## config.mk

```make
export PLATFORM = sky130hd
export DESIGN_NAME = hazard_scoreboard_flat
export DESIGN_NICKNAME = d
export VERILOG_FILES = /design/src/rtl/hazard_scoreboard_if.sv /design/src/rtl/hazard_scoreboard.sv /design/src/flat_wrapper.sv
export SDC_FILE = /design/constraint.sdc
export NUM_CORES = 1
export LEC_CHECK = 0
export BUFFER_PORTS_ARGS = -buffer_cell sky130_fd_sc_hd__buf_4
export CAP_MARGIN = 10
export CORE_MARGIN = 3
export CORE_UTILIZATION = 35
export DETAILED_ROUTE_END_ITERATION = 10
export SLEW_MARGIN = 20
export SYNTH_ARGS = -nofsm -noshare
export SYNTH_HDL_FRONTEND = slang
export SYNTH_SLANG_ARGS = --single-unit
```

## constraint.sdc

```tcl
create_clock -name clk -period 1.9 [get_ports clk]
set_input_delay 0.095 -clock clk [delete_from_list [all_inputs] [get_ports clk]]
set_output_delay 0.095 -clock clk [all_outputs]
set_load 0.005 [all_outputs]
```

## src/rtl/hazard_scoreboard_if.sv

```systemverilog
// ID-stage hazard/forwarding bundle between the controller (master) and hazard_scoreboard (slave).
// Counter signals exist only when HAZARD_SCOREBOARD_STATS_EN is defined.
interface hazard_scoreboard_if #(
    parameter int REG_ADDR_WIDTH = 5,
    parameter int FWD_WIDTH      = 2
);
    logic                      id_valid;
    logic [REG_ADDR_WIDTH-1:0] id_rs;
    logic [REG_ADDR_WIDTH-1:0] id_rt;
    logic                      id_useRs;
    logic                      id_useRt;
    logic                      id_regWrite;
    logic [REG_ADDR_WIDTH-1:0] id_regToWrite;
    logic                      id_memRead;
    logic                      id_branch;
    logic                      flush_req;
    logic                      stall;
    logic                      flush;
    logic [FWD_WIDTH-1:0]      id_fwd_rs;
    logic [FWD_WIDTH-1:0]      id_fwd_rt;
    logic [FWD_WIDTH-1:0]      ex_fwd_rs;
    logic [FWD_WIDTH-1:0]      ex_fwd_rt;

`ifdef HAZARD_SCOREBOARD_STATS_EN
    logic [31:0]               stall_count;
    logic [31:0]               flush_count;

    modport master (
        output id_valid, id_rs, id_rt, id_useRs, id_useRt, id_regWrite,
               id_regToWrite, id_memRead, id_branch, flush_req,
        input  stall, flush, id_fwd_rs, id_fwd_rt, ex_fwd_rs, ex_fwd_rt,
               stall_count, flush_count
    );

    modport slave (
        input  id_valid, id_rs, id_rt, id_useRs, id_useRt, id_regWrite,
               id_regToWrite, id_memRead, id_branch, flush_req,
        output stall, flush, id_fwd_rs, id_fwd_rt, ex_fwd_rs, ex_fwd_rt,
               stall_count, flush_count
    );
`else
    modport master (
        output id_valid, id_rs, id_rt, id_useRs, id_useRt, id_regWrite,
               id_regToWrite, id_memRead, id_branch, flush_req,
        input  stall, flush, id_fwd_rs, id_fwd_rt, ex_fwd_rs, ex_fwd_rt
    );

    modport slave (
        input  id_valid, id_rs, id_rt, id_useRs, id_useRt, id_regWrite,
               id_regToWrite, id_memRead, id_branch, flush_req,
        output stall, flush, id_fwd_rs, id_fwd_rt, ex_fwd_rs, ex_fwd_rt
    );
`endif
endinterface

```

## src/rtl/hazard_scoreboard.sv

```systemverilog
// Hazard detection and forwarding control: shift-register scoreboard of in-flight destinations.
// Optional stall/flush event counters are enabled by defining HAZARD_SCOREBOARD_STATS_EN.
module hazard_scoreboard #(
    parameter int REG_ADDR_WIDTH = 5,
    parameter int PIPE_DEPTH     = 3,
    parameter int LOAD_LAT       = 2,
    parameter int FWD_WIDTH      = 2
) (
    input logic                clk,
    input logic                rst,
    hazard_scoreboard_if.slave sb_if
);

    logic [PIPE_DEPTH:1]                     v_q;
    logic [PIPE_DEPTH:1]                     v_d;
    logic [PIPE_DEPTH:1][REG_ADDR_WIDTH-1:0] rd_q;
    logic [PIPE_DEPTH:1][REG_ADDR_WIDTH-1:0] rd_d;
    logic [PIPE_DEPTH:1]                     ld_q;
    logic [PIPE_DEPTH:1]                     ld_d;

    logic [FWD_WIDTH-1:0] rs_match_s;
    logic [FWD_WIDTH-1:0] rt_match_s;
    logic                 rs_ld_s;
    logic                 rt_ld_s;
    logic                 stall_s;
    logic                 flush_s;
    logic [FWD_WIDTH-1:0] ex_fwd_rs_q;
    logic [FWD_WIDTH-1:0] ex_fwd_rs_d;
    logic [FWD_WIDTH-1:0] ex_fwd_rt_q;
    logic [FWD_WIDTH-1:0] ex_fwd_rt_d;

    // Youngest (lowest slot) producer wins; returns {ld flag, slot index}, index 0 = no match.
    function automatic logic [FWD_WIDTH:0] match_f(
        input logic [REG_ADDR_WIDTH-1:0]             src,
        input logic                                  use_src,
        input logic                                  valid,
        input logic [PIPE_DEPTH:1]                   v,
        input logic [PIPE_DEPTH:1][REG_ADDR_WIDTH-1:0] rd,
        input logic [PIPE_DEPTH:1]                   ld
    );
        logic                 found;
        logic [FWD_WIDTH-1:0] idx;
        logic                 is_ld;
        found = 1'b0;
        idx   = '0;
        is_ld = 1'b0;
        for (int k = 1; k <= PIPE_DEPTH; k++) begin
            if (!found && valid && use_src && (src != '0) && v[k] && (rd[k] == src)) begin
                found = 1'b1;
                idx   = FWD_WIDTH'(k);
                is_ld = ld[k];
            end
        end
        return {is_ld, idx};
    endfunction

    // A branch needs its operand one slot earlier than an EX consumer does.
    function automatic logic hazard_f(
        input logic [FWD_WIDTH-1:0] idx,
        input logic                 is_ld,
        input logic                 br
    );
        int k;
        k = int'(idx);
        return (k != 32'sd0) &&
               ((is_ld && (k < LOAD_LAT)) ||
                (br && (k == 32'sd1)) ||
                (br && is_ld && (k < LOAD_LAT + 32'sd1)));
    endfunction

    // Source matching, stall/flush and ID-comparator forward selects.
    always_comb begin
        {rs_ld_s, rs_match_s} = match_f(sb_if.id_rs, sb_if.id_useRs, sb_if.id_valid, v_q, rd_q, ld_q);
        {rt_ld_s, rt_match_s} = match_f(sb_if.id_rt, sb_if.id_useRt, sb_if.id_valid, v_q, rd_q, ld_q);
        stall_s = hazard_f(rs_match_s, rs_ld_s, sb_if.id_branch) |
                  hazard_f(rt_match_s, rt_ld_s, sb_if.id_branch);
        flush_s = sb_if.flush_req & ~stall_s;
    end

    assign sb_if.stall     = stall_s;
    assign sb_if.flush     = flush_s;
    assign sb_if.id_fwd_rs = sb_if.id_branch ? rs_match_s : '0;
    assign sb_if.id_fwd_rt = sb_if.id_branch ? rt_match_s : '0;
    assign sb_if.ex_fwd_rs = ex_fwd_rs_q;
    assign sb_if.ex_fwd_rt = ex_fwd_rt_q;

    // Next scoreboard contents: shift older, admit the ID producer (bubble on stall).
    always_comb begin
        v_d[1]  = sb_if.id_valid & ~stall_s & sb_if.id_regWrite & (sb_if.id_regToWrite != '0);
        rd_d[1] = sb_if.id_regToWrite;
        ld_d[1] = sb_if.id_memRead;
        for (int k = 2; k <= PIPE_DEPTH; k++) begin
            v_d[k]  = v_q[k-1];
            rd_d[k] = rd_q[k-1];
            ld_d[k] = ld_q[k-1];
        end
        if (stall_s) begin
            ex_fwd_rs_d = '0;
            ex_fwd_rt_d = '0;
        end else begin
            ex_fwd_rs_d = rs_match_s;
            ex_fwd_rt_d = rt_match_s;
        end
    end

    // Scoreboard and EX forward-select registers.
    always_ff @(posedge clk or negedge rst) begin
        if (!rst) begin
            v_q         <= '0;
            rd_q        <= '0;
            ld_q        <= '0;
            ex_fwd_rs_q <= '0;
            ex_fwd_rt_q <= '0;
        end else begin
            v_q         <= v_d;
            rd_q        <= rd_d;
            ld_q        <= ld_d;
            ex_fwd_rs_q <= ex_fwd_rs_d;
            ex_fwd_rt_q <= ex_fwd_rt_d;
        end
    end

`ifdef HAZARD_SCOREBOARD_STATS_EN
    logic [31:0] stall_count_q;
    logic [31:0] stall_count_d;
    logic [31:0] flush_count_q;
    logic [31:0] flush_count_d;

    // Event counters wrap naturally at 2^32.
    always_comb begin
        if (stall_s) begin
            stall_count_d = stall_count_q + 32'd1;
        end else begin
            stall_count_d = stall_count_q;
        end
        if (flush_s) begin
            flush_count_d = flush_count_q + 32'd1;
        end else begin
            flush_count_d = flush_count_q;
        end
    end

    // Counter registers.
    always_ff @(posedge clk or negedge rst) begin
        if (!rst) begin
            stall_count_q <= 32'd0;
            flush_count_q <= 32'd0;
        end else begin
            stall_count_q <= stall_count_d;
            flush_count_q <= flush_count_d;
        end
    end

    assign sb_if.stall_count = stall_count_q;
    assign sb_if.flush_count = flush_count_q;
`else
`endif

endmodule

```

## src/flat_wrapper.sv

```systemverilog
// flat-port wrapper written by rule: the top's interface ports become plain ports
module hazard_scoreboard_flat 
#(
    parameter int REG_ADDR_WIDTH = 5,
    parameter int PIPE_DEPTH     = 3,
    parameter int LOAD_LAT       = 2,
    parameter int FWD_WIDTH      = 2
)
  (clk, rst, sb_if_id_valid, sb_if_id_rs, sb_if_id_rt, sb_if_id_useRs, sb_if_id_useRt, sb_if_id_regWrite, sb_if_id_regToWrite, sb_if_id_memRead, sb_if_id_branch, sb_if_flush_req, sb_if_stall, sb_if_flush, sb_if_id_fwd_rs, sb_if_id_fwd_rt, sb_if_ex_fwd_rs, sb_if_ex_fwd_rt);
  hazard_scoreboard_if #(.REG_ADDR_WIDTH(REG_ADDR_WIDTH), .FWD_WIDTH(FWD_WIDTH)) sb_if_i ();
  input logic clk;
  input logic rst;
  input wire logic [$bits(sb_if_i.id_valid)-1:0] sb_if_id_valid;
  input wire logic [$bits(sb_if_i.id_rs)-1:0] sb_if_id_rs;
  input wire logic [$bits(sb_if_i.id_rt)-1:0] sb_if_id_rt;
  input wire logic [$bits(sb_if_i.id_useRs)-1:0] sb_if_id_useRs;
  input wire logic [$bits(sb_if_i.id_useRt)-1:0] sb_if_id_useRt;
  input wire logic [$bits(sb_if_i.id_regWrite)-1:0] sb_if_id_regWrite;
  input wire logic [$bits(sb_if_i.id_regToWrite)-1:0] sb_if_id_regToWrite;
  input wire logic [$bits(sb_if_i.id_memRead)-1:0] sb_if_id_memRead;
  input wire logic [$bits(sb_if_i.id_branch)-1:0] sb_if_id_branch;
  input wire logic [$bits(sb_if_i.flush_req)-1:0] sb_if_flush_req;
  output wire logic [$bits(sb_if_i.stall)-1:0] sb_if_stall;
  output wire logic [$bits(sb_if_i.flush)-1:0] sb_if_flush;
  output wire logic [$bits(sb_if_i.id_fwd_rs)-1:0] sb_if_id_fwd_rs;
  output wire logic [$bits(sb_if_i.id_fwd_rt)-1:0] sb_if_id_fwd_rt;
  output wire logic [$bits(sb_if_i.ex_fwd_rs)-1:0] sb_if_ex_fwd_rs;
  output wire logic [$bits(sb_if_i.ex_fwd_rt)-1:0] sb_if_ex_fwd_rt;
  assign sb_if_i.id_valid = sb_if_id_valid;
  assign sb_if_i.id_rs = sb_if_id_rs;
  assign sb_if_i.id_rt = sb_if_id_rt;
  assign sb_if_i.id_useRs = sb_if_id_useRs;
  assign sb_if_i.id_useRt = sb_if_id_useRt;
  assign sb_if_i.id_regWrite = sb_if_id_regWrite;
  assign sb_if_i.id_regToWrite = sb_if_id_regToWrite;
  assign sb_if_i.id_memRead = sb_if_id_memRead;
  assign sb_if_i.id_branch = sb_if_id_branch;
  assign sb_if_i.flush_req = sb_if_flush_req;
  assign sb_if_stall = sb_if_i.stall;
  assign sb_if_flush = sb_if_i.flush;
  assign sb_if_id_fwd_rs = sb_if_i.id_fwd_rs;
  assign sb_if_id_fwd_rt = sb_if_i.id_fwd_rt;
  assign sb_if_ex_fwd_rs = sb_if_i.ex_fwd_rs;
  assign sb_if_ex_fwd_rt = sb_if_i.ex_fwd_rt;
  hazard_scoreboard #(.REG_ADDR_WIDTH(REG_ADDR_WIDTH), .PIPE_DEPTH(PIPE_DEPTH), .LOAD_LAT(LOAD_LAT), .FWD_WIDTH(FWD_WIDTH)) u_core (.clk(clk), .rst(rst), .sb_if(sb_if_i));
endmodule
```

==> results of run 1 <==
[registers in the layout, indices dropped and copies added, names as in the netlist]
signal                  cells
u_core.rd_d                10
u_core.ld_q                 2
u_core.v_q                  3
u_core.sb_if.ex_fwd_rs      2
u_core.rd_q                 5
u_core.sb_if.ex_fwd_rt      2
[power groups by stage]
stage	Combinational (W)	Clock, W	Sequential (W)
2_1_floorplan	0.0000708	0	0.000559
3_3_place_gp	0.000164	0	0.000562
3_5_place_dp	0.000164	0	0.000564
4_1_cts	0.000197	0.000282	0.000554
5_1_grt	0.000224	0.000309	0.000558
6_report	0.000206	0.000275	0.000554
[cell usage in the layout (no fill, tap or decap), drive strengths merged]
master	instances
nor2	5
xor2	16
a41oi	2
o2111ai	1
nand4b	1
nand2b	1
nor3	4
nand4	2
o211ai	3
clkbuf	4
a2111oi	4
dlygate4sd3	7
or4	5
and2	2
xnor2	14
nand3	3
nor4	4
nand2	3
inv	2
buf	56
dfrtp	24
[stage by stage]
| step | hold slack, ps | setup TNS, ps |
|---|---|---|
| CTS | 26.48 | -812.9 |
| finish | 23.42 | -844.7 |
| floorplan | -200.6 | 0 |
| detailed placement | 16.05 | -225.0 |
| global placement | 16.43 | -71.81 |
| global route | 4.777 | -1639 |
[worst max-delay path: stages, from the launching register on]
cell and delay [ps]:
dfrtp_1 420, xor2_1 160, nor4_2 420, buf_4 190, buf_6 80, a41oi_2 130, nor3_2 130, buf_4 130
[path summary, 6_finish.rpt]
path | from | to
min | sb_if_id_regWrite | u_core.v_q[1]
max in group asynchronous | rst | u_core.rd_q[10]
min in group asynchronous | rst | u_core.rd_d[6]
min reg2reg | u_core.ld_q[1] | u_core.ld_q[2]
max | u_core.rd_q[10] | sb_if_id_fwd_rs[0]
max reg2reg | u_core.rd_q[10] | u_core.sb_if.ex_fwd_rs[1]
[timing repair]
action | in CTS | in global routing
gates resized for setup | 15 | 9
pin swaps | 18 | 10
endpoints found under the setup margin | 7 | 6
setup buffers | 10 | 4
endpoints found under the hold margin | 30 | 0
hold buffers | 7 | 0
[cell type report]
type,count,area share (%)
well taps,44,2.900
multi-input cells,70,36.32
flip-flops and latches,24,31.64
clock buffers,4,1.912
inverters,2,0.3955
repair buffers,63,26.83
[layer usage]
| metal | track usage [%] | share of wire (%) |
|---|---|---|
| met2 | 27.48 | 51 |
| met3 | 3.339 | 4.5 |
| met5 | 0 | 0 |
| met4 | 5.277 | 1.2 |
| met1 | 20.62 | 43 |
[logic make-up after synthesis]
kind of cell / count (synthesis) / synth area share (%)
buffers and inverters: 2 / 0.6352
xor gates and xnor gates: 30 / 22.22
AOI/OAI and AO/OA: 10 / 11.22
DFF: 24 / 50.79
and+or+nand+nor: 30 / 15.13
==> impl_metrics.csv, run 1 <==
group,metric,value,unit
status,outcome,"complete, but fails checks",
status,failed_checks,"negative setup slack",
routing,viasPerCell,4.870,
routing,drcViolationCount,0,
synth,synth-seq-cells,24,
synth,synthArstFlopShare,100.0,%
clock_network,clockRootBuffer,"clkbuf_4",
pwr,pwr-share-seq,53.5,%
worst_setup_path,path_max_fanout,2,
sta,fin_skew,4.996,ps
pwr,internal_power,0.0007593,W
cells_and_area,diodes,0,
cells_and_area,finalInstanceArea,0.001898,mm2
synth,synth_cells,96,
sta,min_period_over_period,109.2,%
floorplanning,core_region_area,0.003128,mm2
sta,maxSlewViolCount,0,
floorplanning,start_util,37.80,%
routing,wl_per_cell,14.76,um
sta,final.setup.worst_slack,-174.8,ps
worst_hold_path,hold_depth,3,
sta,setup_violations,6,
global_route,grt_max_degree,25,
pwr,power,0.001035,W
floorplanning,die_h,64.12,um
cells_and_area,nets,188,
synth,synth_fp_nets,120,
cells_and_area,finalNonFillerCells,207,
global_route,grt_usage,16.23,%
floorplanning,io_pins,34,
synth,yosysMostFrequentCell,"dfrtp_1",
clock_network,clock-sinks,24,
pwr,p_switching,0.0002754,W
global_route,antenna_found_initial,0,
clock_network,clk_latency,310,ps
synth,synth_top_cells_by_area,"dfrtp_1 (51%), xor2_1 (12%), xnor2_1 (10%)",
clock_network,clk_pin_slew,140,ps
floorplanning,die_area,0.004111,mm2
worst_setup_path,cp.required,1800,ps
synth,synth.cell_area,0.001182,mm2
pwr,switching_share,26.62,%
pwr,powerDensity,545.1,mW/mm2
floorplanning,dieWidth,64.12,um
synth,ys_seq_area_share,50.79,%
worst_setup_path,worstSetupPathType,"reg -> out",
sta,hold_violations,0,
place,hpwlAfterDp,2165,um
worst_hold_path,hp-class,"in -> reg",
global_route,overflow,0,
synth,syn_avg_cell_area,12.32,um2
cells_and_area,multi_input_area,689.4,um2
worst_setup_path,end_kind,"output port",
synth,synth_top_area_cell,"dfrtp_1",
routing,first_iter_violations,20,
cells_and_area,ff_latch_area,600.6,um2
cells_and_area,fill_cells,257,
cells_and_area,areaGrowthSynthToFinish,60.53,%
clock_network,cts_max_path_buffers,2,
clock_network,cts_tree,"built",
place,port_buffers,33,
sta,period_minus_slack,2075,ps
clock_network,htreeDepth,1,
pwr,irDropWorstVdd,0.3364,mV
pwr,leakagePower,0.8071,nW
routing,vias,1008,
sta,rsz0062_at_grt,"yes",
pwr,clockPowerShare,26.6,%
synth,synth-edff-count,0,
synth,synth_top_area_share,50.79,%
floorplanning,fp-row-count,20,
place,gp_congestion,0.8394,
global_route,grt_pass1_vias,1136,
sta,tightestPinTransition,486.1,ps
pwr,p_comb_share,19.9,%
worst_setup_path,rrSetupSlack,10,ps
synth,synthDistinctLibCells,23,
worst_setup_path,arrival,1980,ps
cells_and_area,utilization,60.68,%
place,place_inst,182,
routing,drt-total-wl,3056,um
sta,slew_headroom,67.47,%
synth,yosysWarnings,0,
routing,first_pass_iters,4,
place,pre_cts_ws,-81.98,ps
synth,ys.flop_type,"dfrtp_1",
worst_setup_path,reg2reg_depth,6,
sta,max_freq,482.0,MHz
synth,ys_top_cells_by_count,"dfrtp_1 (24), xor2_1 (16), xnor2_1 (14)",
place,place_area,0.001553,mm2
cells_and_area,drive_gt1_share,49.69,%
run,max_cap_violations,0,
routing,ant_nets,0,
global_route,grt_pass1_wl,5202,um
worst_setup_path,cp-start-kind,"register",
clock_network,cts_buffers,3,
Power figures use the tool's default switching activity.
==> run 2: changes to the inputs <==
Settings changed: CAP_MARGIN 10 to unset, SKIP_LAST_GASP set to 1.
==> impl_metrics.csv, run 2 (synthesis gave the netlist of run 1 again) <==
group,metric,value,unit
status,outcome,"complete, but fails checks",
status,failed_checks,"negative setup slack",
global_route,grt_usage,16.05,%
worst_setup_path,rrSetupSlack,30,ps
cells_and_area,largest_reg_flops,10,
pwr,powerDensity,553.7,mW/mm2
sta,slew_headroom,70.13,%
sta,period_minus_slack,2057,ps
pwr,irDropWorstVdd,0.3363,mV
clock_network,clk_latency,310,ps
clock_network,cts_max_path_buffers,2,
worst_hold_path,hp-start,"sb_if_id_regWrite",
cells_and_area,finalInstanceArea,0.001857,mm2
worst_setup_path,reg2reg_to,"u_core.sb_if.ex_fwd_rs[1]",
global_route,grt_max_degree,25,
floorplanning,core_region_area,0.003128,mm2
worst_setup_path,path_cells,"xor2_1, nor4_2, nand3_1, a2111oi_4, buf_4",
worst_setup_path,cp.required,1800,ps
cells_and_area,final_common_cell,"buf_4",
sta,setup_violations,6,
sta,max_freq,486.1,MHz
pwr,leakagePower,0.7967,nW
cells_and_area,nets,186,
worst_setup_path,arrival,1960,ps
routing,drt-total-wl,2985,um
clock_network,clock-sinks,24,
sta,final.setup.worst_slack,-157.3,ps
place,place_area,0.001553,mm2
worst_hold_path,hold_depth,3,
place,gp_congestion,0.8394,
pwr,p_comb_share,19.6,%
worst_setup_path,slowest_stage,"dfrtp_1",
sta,rsz0062_at_grt,"yes",
place,pre_cts_ws,-81.98,ps
sta,hold_violations,0,
global_route,grt_pass1_wl,5147,um
worst_setup_path,max_stage_delay,440,ps
pwr,p_switching,0.0002711,W
global_route,antenna_found_initial,0,
cells_and_area,finalNonFillerCells,205,
routing,wl_per_cell,14.56,um
worst_hold_path,hp-class,"in -> reg",
worst_setup_path,end_kind,"output port",
floorplanning,fp-row-count,20,
worst_setup_path,r2r-start,"u_core.rd_d[10]",
routing,first_pass_iters,4,
routing,drcViolationCount,0,
place,hpwlAfterDp,2165,um
global_route,overflow,0,
place,port_buffers,33,
clock_network,htreeDepth,1,
global_route,grt_pass1_vias,1113,
worst_setup_path,cp-start-kind,"register",
cells_and_area,final_cell_mix,"buf_4 (51), dfrtp_1 (24), xor2_1 (16)",
pwr,clockPowerShare,26.5,%
sta,maxSlewViolCount,0,
worst_setup_path,worstSetupPathType,"reg -> out",
worst_setup_path,path_max_fanout,2,
run,max_cap_violations,0,
clock_network,clk_pin_slew,140,ps
clock_network,clockRootBuffer,"clkbuf_4",
floorplanning,io_pins,34,
floorplanning,dieWidth,64.12,um
routing,first_iter_violations,24,
pwr,pwr-share-seq,53.9,%
floorplanning,start_util,37.80,%
cells_and_area,drive_gt1_share,48.45,%
floorplanning,die_area,0.004111,mm2
cells_and_area,areaGrowthSynthToFinish,57.04,%
clock_network,cts_tree,"built",
sta,min_period_over_period,108.3,%
place,place_inst,182,
floorplanning,die_h,64.12,um
routing,viasPerCell,4.732,
worst_hold_path,min_to,"u_core.v_q[1]",
routing,vias,970,
sta,tightestPinTransition,446.4,ps
cells_and_area,diodes,0,
sta,fin_skew,7.413,ps
routing,ant_nets,0,
clock_network,cts_buffers,3,
worst_setup_path,reg2reg_depth,8,
pwr,switching_share,26.37,%
pwr,internal_power,0.0007569,W
[run 2: cell types whose count changed in the layout (fill, tap and decap cells not counted), sizes merged]
| cell | before | now |
|---|---|---|
| buf | 56 | 54 |
[run 2: through the flow]
stage                     hold slack, ps  setup TNS (ps)  util [%]  power (W)
after floorplan                   -200.6               0         -  0.0006303
after global placement             16.43          -71.81     49.64  0.0007259
after detailed placement           16.05          -225.0     49.64  0.0007280
after CTS                          26.48          -884.5     57.56   0.001032
after global routing               4.777           -1690     59.36   0.001087
final                              24.19          -757.6     59.36   0.001028
[run 2: per-layer routing]
layer  global-route usage (%)  up-vias  wire, um
li1                         -      475         -
met1                    20.62      466      1277
met2                    27.48       27      1535
met3                    3.339        2       157
met4                    3.958        0        15
met5                        0        -         0
[run 2: power by group through the flow]
stage | Combinational [W] | Clock, W | Sequential (W)
2_1_floorplan | 0.0000708 | 0 | 0.000559
3_3_place_gp | 0.000164 | 0 | 0.000562
3_5_place_dp | 0.000164 | 0 | 0.000564
4_1_cts | 0.000196 | 0.000282 | 0.000554
5_1_grt | 0.000220 | 0.000309 | 0.000559
6_report | 0.000202 | 0.000272 | 0.000554
[run 2: repair_timing]
item / in CTS / in global routing
pin swaps: 16 / 10
hold buffers: 7 / 0
setup endpoints to repair: 7 / 6
resized for setup: 14 / 6
hold endpoints to repair: 30 / 0
setup buffers: 10 / 2
[run 2: layout make-up]
cell class	count	area, um2
fill	267	1271
multi-input combinational	70	670.6
sequential	24	600.6
timing repair buffer	61	486.7
tap	44	55.05
clock buffer	4	36.28
inverter	2	7.507
[run 2: worst max-delay path by stage]
stage | endpoint | from
6_report | sb_if_id_fwd_rs[1] | u_core.rd_q[10]
5_1_grt | sb_if_id_fwd_rs[0] | u_core.rd_q[10]
4_1_cts | sb_if_id_fwd_rs[1] | u_core.rd_q[13]
3_5_place_dp | sb_if_id_fwd_rs[1] | u_core.rd_q[10]
3_3_place_gp | sb_if_id_fwd_rs[1] | u_core.rd_q[10]
2_1_floorplan | u_core.sb_if.ex_fwd_rs[1] | u_core.rd_d[7]
[run 2: critical path, delay by kind of cell, from the launching register on]
| family | cells | cell delay, ps |
|---|---|---|
| flip-flops | 1 | 440 |
| AND/OR/NAND/NOR | 2 | 570 |
| buffers and inverters | 1 | 160 |
| XOR/XNOR | 1 | 170 |
| AO/OA/AOI/OAI | 1 | 320 |
